`config.mk`:
```
export PLATFORM = sky130hd
export DESIGN_NAME = program_loader_flat
export DESIGN_NICKNAME = d
export VERILOG_FILES = /design/src/rtl/program_loader_pkg.sv /design/src/rtl/program_loader_if.sv /design/src/rtl/program_loader_word_assembler.sv /design/src/rtl/program_loader.sv /design/src/flat_wrapper.sv
export SDC_FILE = /design/constraint.sdc
export NUM_CORES = 1
export LEC_CHECK = 0
export CAP_MARGIN = 20
export CELL_PAD_IN_SITES_DETAIL_PLACEMENT = 1
export CELL_PAD_IN_SITES_GLOBAL_PLACEMENT = 1
export CORE_ASPECT_RATIO = 1.25
export CORE_UTILIZATION = 41
export CTS_CLUSTER_SIZE = 24
export DETAILED_ROUTE_END_ITERATION = 8
export PLACE_DENSITY_LB_ADDON = 0.25
export SYNTH_ARGS = -nofsm -noshare
export SYNTH_HDL_FRONTEND = slang
export SYNTH_SLANG_ARGS = --single-unit
```
`constraint.sdc`:
```
create_clock -name clk -period 2 [get_ports clk]
set_input_delay 0.4 -clock clk [delete_from_list [all_inputs] [get_ports clk]]
set_output_delay 0.4 -clock clk [all_outputs]
set_load 0.005 [all_outputs]
```
`src/rtl/program_loader_pkg.sv`:
```
// Shared definitions for the program loader and the instruction decoder.
// LOADER_CHECKSUM_EN adds the S_CSUM state (trailing XOR checksum byte).
package loader_pkg;

  localparam int          WORD_W       = 32;
  localparam int          BYTE_W       = 8;
  localparam int          LEN_BYTES    = 4;
  // Decoder raises core_end when it fetches this word.
  localparam logic [31:0] END_SENTINEL = 32'hffff_ff00;

  typedef enum logic [2:0] {
    S_LEN,
    S_DATA,
`ifdef LOADER_CHECKSUM_EN
    S_CSUM,
`endif
    S_TERM,
    S_DONE,
    S_ERR
  } state_e;

endpackage

```
`src/rtl/program_loader_if.sv`:
```
// Host byte link plus instruction memory write port of the program loader.
interface program_loader_if #(
  parameter int ADDR_W = 12
) ();
  import loader_pkg::*;

  logic                  rx_valid;
  logic [BYTE_W-1:0]     rx_data;
  logic                  rx_ready;
  logic                  imem_we;
  logic [ADDR_W-1:0]     imem_addr;
  logic [WORD_W-1:0]     imem_wdata;

  // Loader side.
  modport slave (
    input  rx_valid, rx_data,
    output rx_ready, imem_we, imem_addr, imem_wdata
  );

  // Host / memory side.
  modport master (
    output rx_valid, rx_data,
    input  rx_ready, imem_we, imem_addr, imem_wdata
  );
endinterface

```
`src/rtl/program_loader_word_assembler.sv`:
```
// Packs accepted bytes into a little-endian 32-bit word (first byte -> [7:0]).
// word is valid only together with word_valid, which fires on the 4th byte.
module word_assembler
  import loader_pkg::*;
(
  input  logic              clk,
  input  logic              rstn,
  input  logic              en,
  input  logic              clr,
  input  logic [BYTE_W-1:0] data,
  output logic [WORD_W-1:0] word,
  output logic              word_valid
);

  logic [1:0]  idx_q;
  logic [23:0] sh_q;

  // The 4th byte completes the word combinationally so the FSM acts on it
  // at the same edge that accepts it.
  assign word       = {data, sh_q};
  assign word_valid = en && (idx_q == 2'(LEN_BYTES - 1));

  // Byte index and shift register; oldest byte drifts down to [7:0].
  always_ff @(posedge clk) begin
    if (!rstn || clr) begin
      idx_q <= '0;
      sh_q  <= '0;
    end else if (en) begin
      idx_q <= idx_q + 2'd1;
      sh_q  <= {data, sh_q[23:8]};
    end
  end

endmodule

```
`src/rtl/program_loader.sv`:
```
// Length-prefixed byte stream -> instruction memory loader.
// Writes N words at addresses 0..N-1, then END_SENTINEL at address N.
// LOADER_CHECKSUM_EN: a trailing XOR checksum byte over all prior bytes is
// checked before the sentinel is written.
import loader_pkg::*;

module program_loader #(
  parameter int ADDR_W = 12
) (
  input  logic              clk,
  input  logic              rstn,
  program_loader_if.slave   bus,
  output logic              load_done,
  output logic              load_err,
  output logic [ADDR_W:0]   words_loaded
);

  // Largest N that still leaves a slot for the sentinel.
  localparam logic [31:0] MAX_LEN = 32'((64'd1 << ADDR_W) - 64'd1);

  state_e              state_q, state_d;
  logic [ADDR_W-1:0]   len_q, len_d;
  logic [ADDR_W:0]     cnt_q, cnt_d;
  logic                we_q, we_d;
  logic [ADDR_W-1:0]   addr_q, addr_d;
  logic [WORD_W-1:0]   wdata_q, wdata_d;
  logic                rx_ready, accept, data_left;
  logic                asm_en, asm_clr, word_valid;
  logic [WORD_W-1:0]   word;
`ifdef LOADER_CHECKSUM_EN
  logic [BYTE_W-1:0]   csum_q;
`endif

  // Once all N words are written, the S_DATA cycle that hands off to
  // S_TERM must not swallow the byte that follows the program.
  assign data_left = (cnt_q != {1'b0, len_q});
  assign rx_ready  = (state_q == S_LEN) || ((state_q == S_DATA) && data_left)
`ifdef LOADER_CHECKSUM_EN
                     || (state_q == S_CSUM)
`endif
                     ;
  assign accept    = bus.rx_valid && rx_ready;
  assign asm_en    = accept && ((state_q == S_LEN) || (state_q == S_DATA));
  assign asm_clr   = (state_q != S_LEN) && (state_q != S_DATA);

  assign bus.rx_ready   = rx_ready;
  assign bus.imem_we    = we_q;
  assign bus.imem_addr  = addr_q;
  assign bus.imem_wdata = wdata_q;
  assign load_done      = (state_q == S_DONE);
  assign load_err       = (state_q == S_ERR);
  assign words_loaded   = cnt_q;

  word_assembler u_asm (
    .clk        (clk),
    .rstn       (rstn),
    .en         (asm_en),
    .clr        (asm_clr),
    .data       (bus.rx_data),
    .word       (word),
    .word_valid (word_valid)
  );

  // Next-state and next write-port values.
  always_comb begin
    state_d = state_q;
    len_d   = len_q;
    cnt_d   = cnt_q;
    we_d    = 1'b0;
    addr_d  = addr_q;
    wdata_d = wdata_q;
    case (state_q)
      S_LEN: begin
        if (word_valid) begin
          if (word > MAX_LEN) begin
            state_d = S_ERR;
          end else begin
            len_d = word[ADDR_W-1:0];
            if (word == '0) begin
              state_d = S_TERM;
              we_d    = 1'b1;
              addr_d  = '0;
              wdata_d = END_SENTINEL;
            end else begin
              state_d = S_DATA;
            end
          end
        end
      end
      S_DATA: begin
        if (!data_left) begin
          state_d = S_TERM;
          we_d    = 1'b1;
          addr_d  = len_q;
          wdata_d = END_SENTINEL;
        end else if (word_valid) begin
          we_d    = 1'b1;
          addr_d  = cnt_q[ADDR_W-1:0];
          wdata_d = word;
          cnt_d   = cnt_q + (ADDR_W+1)'(1);
`ifdef LOADER_CHECKSUM_EN
          if (cnt_d == {1'b0, len_q}) state_d = S_CSUM;
`endif
        end
      end
`ifdef LOADER_CHECKSUM_EN
      S_CSUM: begin
        if (accept) begin
          if (bus.rx_data == csum_q) begin
            state_d = S_TERM;
            we_d    = 1'b1;
            addr_d  = len_q;
            wdata_d = END_SENTINEL;
          end else begin
            state_d = S_ERR;
          end
        end
      end
`endif
      S_TERM:  state_d = S_DONE;
      S_DONE:  state_d = S_DONE;
      S_ERR:   state_d = S_ERR;
      default: state_d = S_LEN;
    endcase
  end

  // State, counters and registered write port.
  always_ff @(posedge clk) begin
    if (!rstn) begin
      state_q <= S_LEN;
      len_q   <= '0;
      cnt_q   <= '0;
      we_q    <= 1'b0;
      addr_q  <= '0;
      wdata_q <= '0;
    end else begin
      state_q <= state_d;
      len_q   <= len_d;
      cnt_q   <= cnt_d;
      we_q    <= we_d;
      addr_q  <= addr_d;
      wdata_q <= wdata_d;
    end
  end

`ifdef LOADER_CHECKSUM_EN
  // Running XOR over length and data bytes; the checksum byte is excluded.
  always_ff @(posedge clk) begin
    if (!rstn)       csum_q <= '0;
    else if (asm_en) csum_q <= csum_q ^ bus.rx_data;
  end
`endif

endmodule

```
`src/flat_wrapper.sv`:
```
// flat-port wrapper written by rule: the top's interface ports become plain ports
module program_loader_flat 
#(
  parameter int ADDR_W = 12
)
  (clk, rstn, load_done, load_err, words_loaded, bus_rx_valid, bus_rx_data, bus_rx_ready, bus_imem_we, bus_imem_addr, bus_imem_wdata);
  program_loader_if #(.ADDR_W(ADDR_W)) bus_i ();
  input  logic clk;
  input  logic rstn;
  output logic load_done;
  output logic load_err;
  output logic [ADDR_W:0] words_loaded;
  input wire logic [$bits(bus_i.rx_valid)-1:0] bus_rx_valid;
  input wire logic [$bits(bus_i.rx_data)-1:0] bus_rx_data;
  output wire logic [$bits(bus_i.rx_ready)-1:0] bus_rx_ready;
  output wire logic [$bits(bus_i.imem_we)-1:0] bus_imem_we;
  output wire logic [$bits(bus_i.imem_addr)-1:0] bus_imem_addr;
  output wire logic [$bits(bus_i.imem_wdata)-1:0] bus_imem_wdata;
  assign bus_i.rx_valid = bus_rx_valid;
  assign bus_i.rx_data = bus_rx_data;
  assign bus_rx_ready = bus_i.rx_ready;
  assign bus_imem_we = bus_i.imem_we;
  assign bus_imem_addr = bus_i.imem_addr;
  assign bus_imem_wdata = bus_i.imem_wdata;
  program_loader #(.ADDR_W(ADDR_W)) u_core (.clk(clk), .rstn(rstn), .bus(bus_i), .load_done(load_done), .load_err(load_err), .words_loaded(words_loaded));
endmodule
```
# Word level (Yosys, flattened, before mapping)
# Index checks and enable logic that the tools add are counted.
totals:
  regBits: 99
  in_bits: 11
  out_inout_bits: 61
  word_cells: 65
classes:
  addsub: 2
  order_cmp: 1
  n_eq_ne: 12
  mux: 23
  n_bitwise: 1
  reduce_logical: 18
ops:
  columns: ["operator", "n"]
  rows:
  - ["32-bit 2-to-1 mux", 5]
  - ["32-bit case mux with 2 select lines", 1]
  - ["12-bit 2-to-1 mux", 5]
  - ["32-bit by 12-bit > comparator with 1-bit output, second input constant", 1]
  - ["32-bit zero test", 1]
  - ["12-bit case mux with 2 select lines", 1]
  - ["13-bit by 1-bit adder with 13-bit output, second input constant", 1]
  - ["13-bit by 12-bit inequality test with 1-bit output", 1]
  - ["3-bit case mux with 4 select lines", 1]
  - ["3-bit 2-to-1 mux", 3]
  - ["2-bit inequality test, second input constant", 4]
  - ["3-bit by 2-bit equality test with 1-bit output, second input constant", 2]
  - ["3-bit AND reduction", 2]
  - ["1-bit logical AND", 5]
  - ["1-bit 2-to-1 mux", 5]
  - ["5-bit AND reduction", 1]
  - ["3-bit by 1-bit equality test with 1-bit output, second input constant", 1]
  - ["3-bit equality test, second input constant", 1]
  - ["3-bit zero test", 1]
  - ["1-bit logical OR", 3]
  - ["3-bit by 1-bit inequality test with 1-bit output, second input constant", 1]
  - ["3-bit inequality test, second input constant", 1]
  - ["3-bit nonzero test", 1]
  - ["2-bit by 1-bit adder with 2-bit output, second input constant", 1]
  - ["other kinds (8)", 8]

# Longest topological paths before layout
depth:
  word_depth: 9
  mapped_depth: 8

# Hierarchy
# From an unflattened synthesis, not the netlist that was laid out.
hier_totals:
  cells_unflattened: 451
  hier_area_um2: 4465.5
by_module_without_submodules:
  columns: ["mod", "instances", "cells_per_inst", "area_each_um2", "seq_area_each_um2"]
  rows:
  - ["program_loader", 1, 356, 3418.3, 1461.4]
  - ["word_assembler", 1, 95, 1047.3, 520.5]

# Least setup slack after synthesis
# Ideal clock, no wire load.
synth_path:
  path_type: "reg2out"
  start: "register u_core.cnt_q[8], in the netlist u_core.words_loaded[8]"
  end: "output bus_rx_ready"
  arrival_ps: 1511
  t_required_ps: 1600
  slack_ps: 89
  stages_incl_launch_ff: 7
  path_buffers: 2
  cell_sequence: "dfxtp_1 -> buf_6 -> xor2_1 -> nor4_2 -> nand4_2 -> clkbuf_1 -> o21a_1"
synth_via:
  elab_chain_len: 3
synth_lines:
  columns: ["element", "line", "text"]
  rows:
  - ["start, declared", "program_loader.sv:23", "logic [ADDR_W:0] cnt_q, cnt_d;"]
  - ["start signal, assigned", "program_loader.sv:139", "cnt_q <= cnt_d;"]
  - ["13-bit by 12-bit inequality test with 1-bit output", "program_loader.sv:36", "assign data_left = (cnt_q != {1'b0, len_q});"]
  - ["1-bit logical AND", "program_loader.sv:37", "assign rx_ready = (state_q == S_LEN) || ((state_q == S_DATA) && data_left)"]
  - ["1-bit logical OR", "program_loader.sv:37", null]
  - ["end, declared", "flat_wrapper.sv:15", "output wire logic [$bits(bus_i.rx_ready)-1:0] bus_rx_ready;"]
# Every way passes these cells.

# Worst setup path after layout
layout_path:
  start: "register u_core.len_q[5]"
  end: "output bus_rx_ready"
layout_via:
  elab_chain_len: 3
layout_lines:
  columns: ["element", "line", "text"]
  rows:
  - ["start, declared", "program_loader.sv:22", "logic [ADDR_W-1:0] len_q, len_d;"]
  - ["start signal, assigned", "program_loader.sv:138", "len_q <= len_d;"]
  - ["13-bit by 12-bit inequality test with 1-bit output", "program_loader.sv:36", null]
  - ["1-bit logical AND", "program_loader.sv:37", null]
  - ["1-bit logical OR", "program_loader.sv:37", null]
# Every way passes these cells.

==> out/summary.txt <==
run status - finished with violations
violated checks - setup timing
DR pass1 iterations - 4
final slew viol count - 0
root buffer cell - clkbuf_16
CTS Sinks - 99
die area - 10770 µm²
pwr dens - 670.0 nW/µm²
worst-skew pair later-pin latency - 0.34 ns
PnR Total Power - 0.003862 W
CP Max Fanout - 2
Longest Clk Path Bufs - 2
synthesized cell area - 4245 µm²
crit path kind - flop to output pin
io pins - 72
Worst Path Required - 1.60 ns
gr ovfl total - 0
Avg Cell Area, Syn - 10.01 µm²
Area growth, synth to finish - 35.78%
initial antenna violation count - 0
Worst Setup Slack, final - -0.07350 ns
sequential cell area fraction in the yosys report - 0.4668
DPL Wire Length - 8.676 mm
minimum period implied by the final worst setup slack - 2.073 ns
via count - 3716
RePlAce Congestion - 0.7775
Leakage - 2.444 nW
commonest non-fill, non-tap cells in the layout - dfxtp_1, nand2_1, clkdlybuf4s50_1
syn nets - 437
Num CTS Buffers - 9
first-pass GRT wire length - 19.90 mm
most common cell after layout, fill and taps aside - dfxtp_1
max frequency - 482.3 MHz
actual slew at the worst max-slew pin - 0.4085 ns
Slew headroom - 0.7270
Routed Wire Length - 12.75 mm
placed standard-cell area - 5393 µm²
cell count after synthesis - 424
ANT cells - 0
CTS tree - yes
CP startpoint kind - flop
layout cell share with drive strength beyond 1 - 0.1857
FF+latch count, synth - 99
Initial DRC Count - 152
GRT Overall Usage - 0.2415
Yosys warnings - 0
Unique masters post-synth - 44
peak supply drop - 0.0004150 V
Vert. Die Dim - 115.8 µm
Setup Skew - 0.006532 ns
RSZ-0062 raised after global routing - yes
HP Class - flop to flop
Via density - 5.613
max_cap viols - 0
critical path arrival - 1.67 ns
Post-route DRC - 0
Hold Vio Cnt, Final - 0
Crit. End Element - output pin
Final period util - 1.037
PortBufs - 71
Post-DRT Antenna Nets - 0
Die X - 93.02 µm
fin area - 5764 µm²
Final setup violation count - 22
Layout Utilization - 0.5704
clock-pin transition on the worst setup and hold timing paths - 0.07 ns
row count - 41
vias in the first global route - 3845
final net count - 541
drt wl/cell - 19.27 µm
largest net degree at the start of global routing - 81
core area - 10110 µm²
Starting Density - 0.4201
H-tree levels - 3
-- metrics by stage --
step | setup TNS [ns] | hold WS, ns | setup WS, ns | std cells
6_report | -1.175 | 0.4604 | -0.07350 | 662
5_1_grt | -2.746 | 0.4897 | -0.1535 | 662
4_1_cts | -0.2579 | 0.4687 | -0.1192 | 659
3_5_place_dp | -17.79 | 0.4579 | -0.3845 | 641
3_3_place_gp | -11.76 | 0.4452 | -0.2670 | 641
2_1_floorplan | 0 | 0.4385 | 0.08882 | 424
-- cell families after synthesis --
| group | synth area share |
|---|---|
| xor gates and xnor gates | 0.02476 |
| AOI/OAI and AO/OA | 0.1123 |
| DFF | 0.4668 |
| and+or+nand+nor | 0.1948 |
| adders and majority gates | 0.005894 |
| muxes | 0.1485 |
| buffers and inverters | 0.04686 |
-- synth_stat cells --
cell,n,share of area
and4_1,1,0.0021
a22oi_1,1,0.0018
inv_1,2,0.0018
clkbuf_1,18,0.016
nand3_2,1,0.0024
o311ai_1,3,0.0062
o21ai_1,1,0.0012
ha_1,2,0.0059
nand2b_1,8,0.012
nand4bb_4,1,0.0065
o22ai_2,1,0.0029
nand2_1,70,0.062
nand3_1,18,0.021
nor2_2,1,0.0015
o211a_1,1,0.0024
nor4b_1,1,0.0021
a21oi_1,6,0.0071
nor4_2,2,0.0059
or4_1,4,0.0071
mux2i_1,63,0.15
nand4_1,10,0.015
and2_1,3,0.0044
dfxtp_1,99,0.47
o31a_1,1,0.0021
buf_2,9,0.011
or4b_1,1,0.0024
o21a_1,1,0.0018
and4_4,1,0.0027
nor3_1,3,0.0035
nor4_1,12,0.018
o31ai_1,4,0.0071
xor2_1,12,0.025
nand4_2,2,0.0059
buf_4,3,0.0053
a31oi_1,1,0.0015
o221a_1,24,0.064
a311o_1,1,0.0024
and3_1,2,0.0029
o41ai_1,4,0.0083
a21oi_2,1,0.0021
buf_6,5,0.013
nor3_2,1,0.0024
a311oi_1,1,0.0021
nor2_1,18,0.016
-- worst max-delay path: stages (launching register included) --
cell and delay (ns):
dfxtp_2 0.33, xor2_1 0.16, nor4_2 0.35, nand4_2 0.17, o21a_1 0.20, buf_2 0.12
-- power by group --
part | internal, W | switching (W)
Combinational | 0.0000899 | 0.000120
Clock | 0.000853 | 0.000781
Sequential | 0.00199 | 0.0000244
Total | 0.00294 | 0.000924
-- timing repair --
| action | in CTS | in global routing |
|---|---|---|
| gates cloned | 0 | 1 |
| pin swaps | 4 | 8 |
| endpoints found under the setup margin | 9 | 73 |
| hold buffers | 0 | 0 |
| setup buffers | 2 | 2 |
| gates resized for setup | 7 | 10 |
-- routing by layer --
layer | routed length [µm] | track usage
met4 | 570 | 0.1385
met2 | 6635 | 0.4382
met5 | 0 | 0
met1 | 5189 | 0.2738
met3 | 359 | 0.02625
-- cell type report --
class	instances	area, µm²
flip-flops and latches	99	1988
fillers	1130	4342
multi-input cells	288	2125
inverters	2	7.507
clock inverters	7	48.80
repair buffers	128	1209
clock buffers	9	225.2
well taps	129	161.4
-- worst paths after layout --
check                                         from  slack [ns]                               endpoint  cells past startpoint
max                   u_core.len_q[5]$_SDFFE_PN0P_       -0.07                           bus_rx_ready                      5
min reg2reg  u_core.bus.imem_wdata[6]$_SDFFE_PN0P_        0.46  u_core.bus.imem_wdata[6]$_SDFFE_PN0P_                      2
min          u_core.bus.imem_wdata[6]$_SDFFE_PN0P_        0.46  u_core.bus.imem_wdata[6]$_SDFFE_PN0P_                      2
max reg2reg           u_core.len_q[2]$_SDFFE_PN0P_       -0.07   u_core.bus.imem_addr[0]$_SDFFE_PN0P_                      8
-- flip-flops by register name (all words and copies together), names as in the netlist --
| register | flops |
|---|---|
| u_core.bus.imem_addr | 12 |
| u_core.bus.imem_wdata | 32 |
| u_core.bus.imem_we | 1 |
| u_core.len_q | 12 |
| u_core.state_q | 3 |
| u_core.u_asm.idx_q | 2 |
| u_core.u_asm.sh_q | 24 |
| u_core.words_loaded | 13 |
Power figures use the tool's default switching activity.
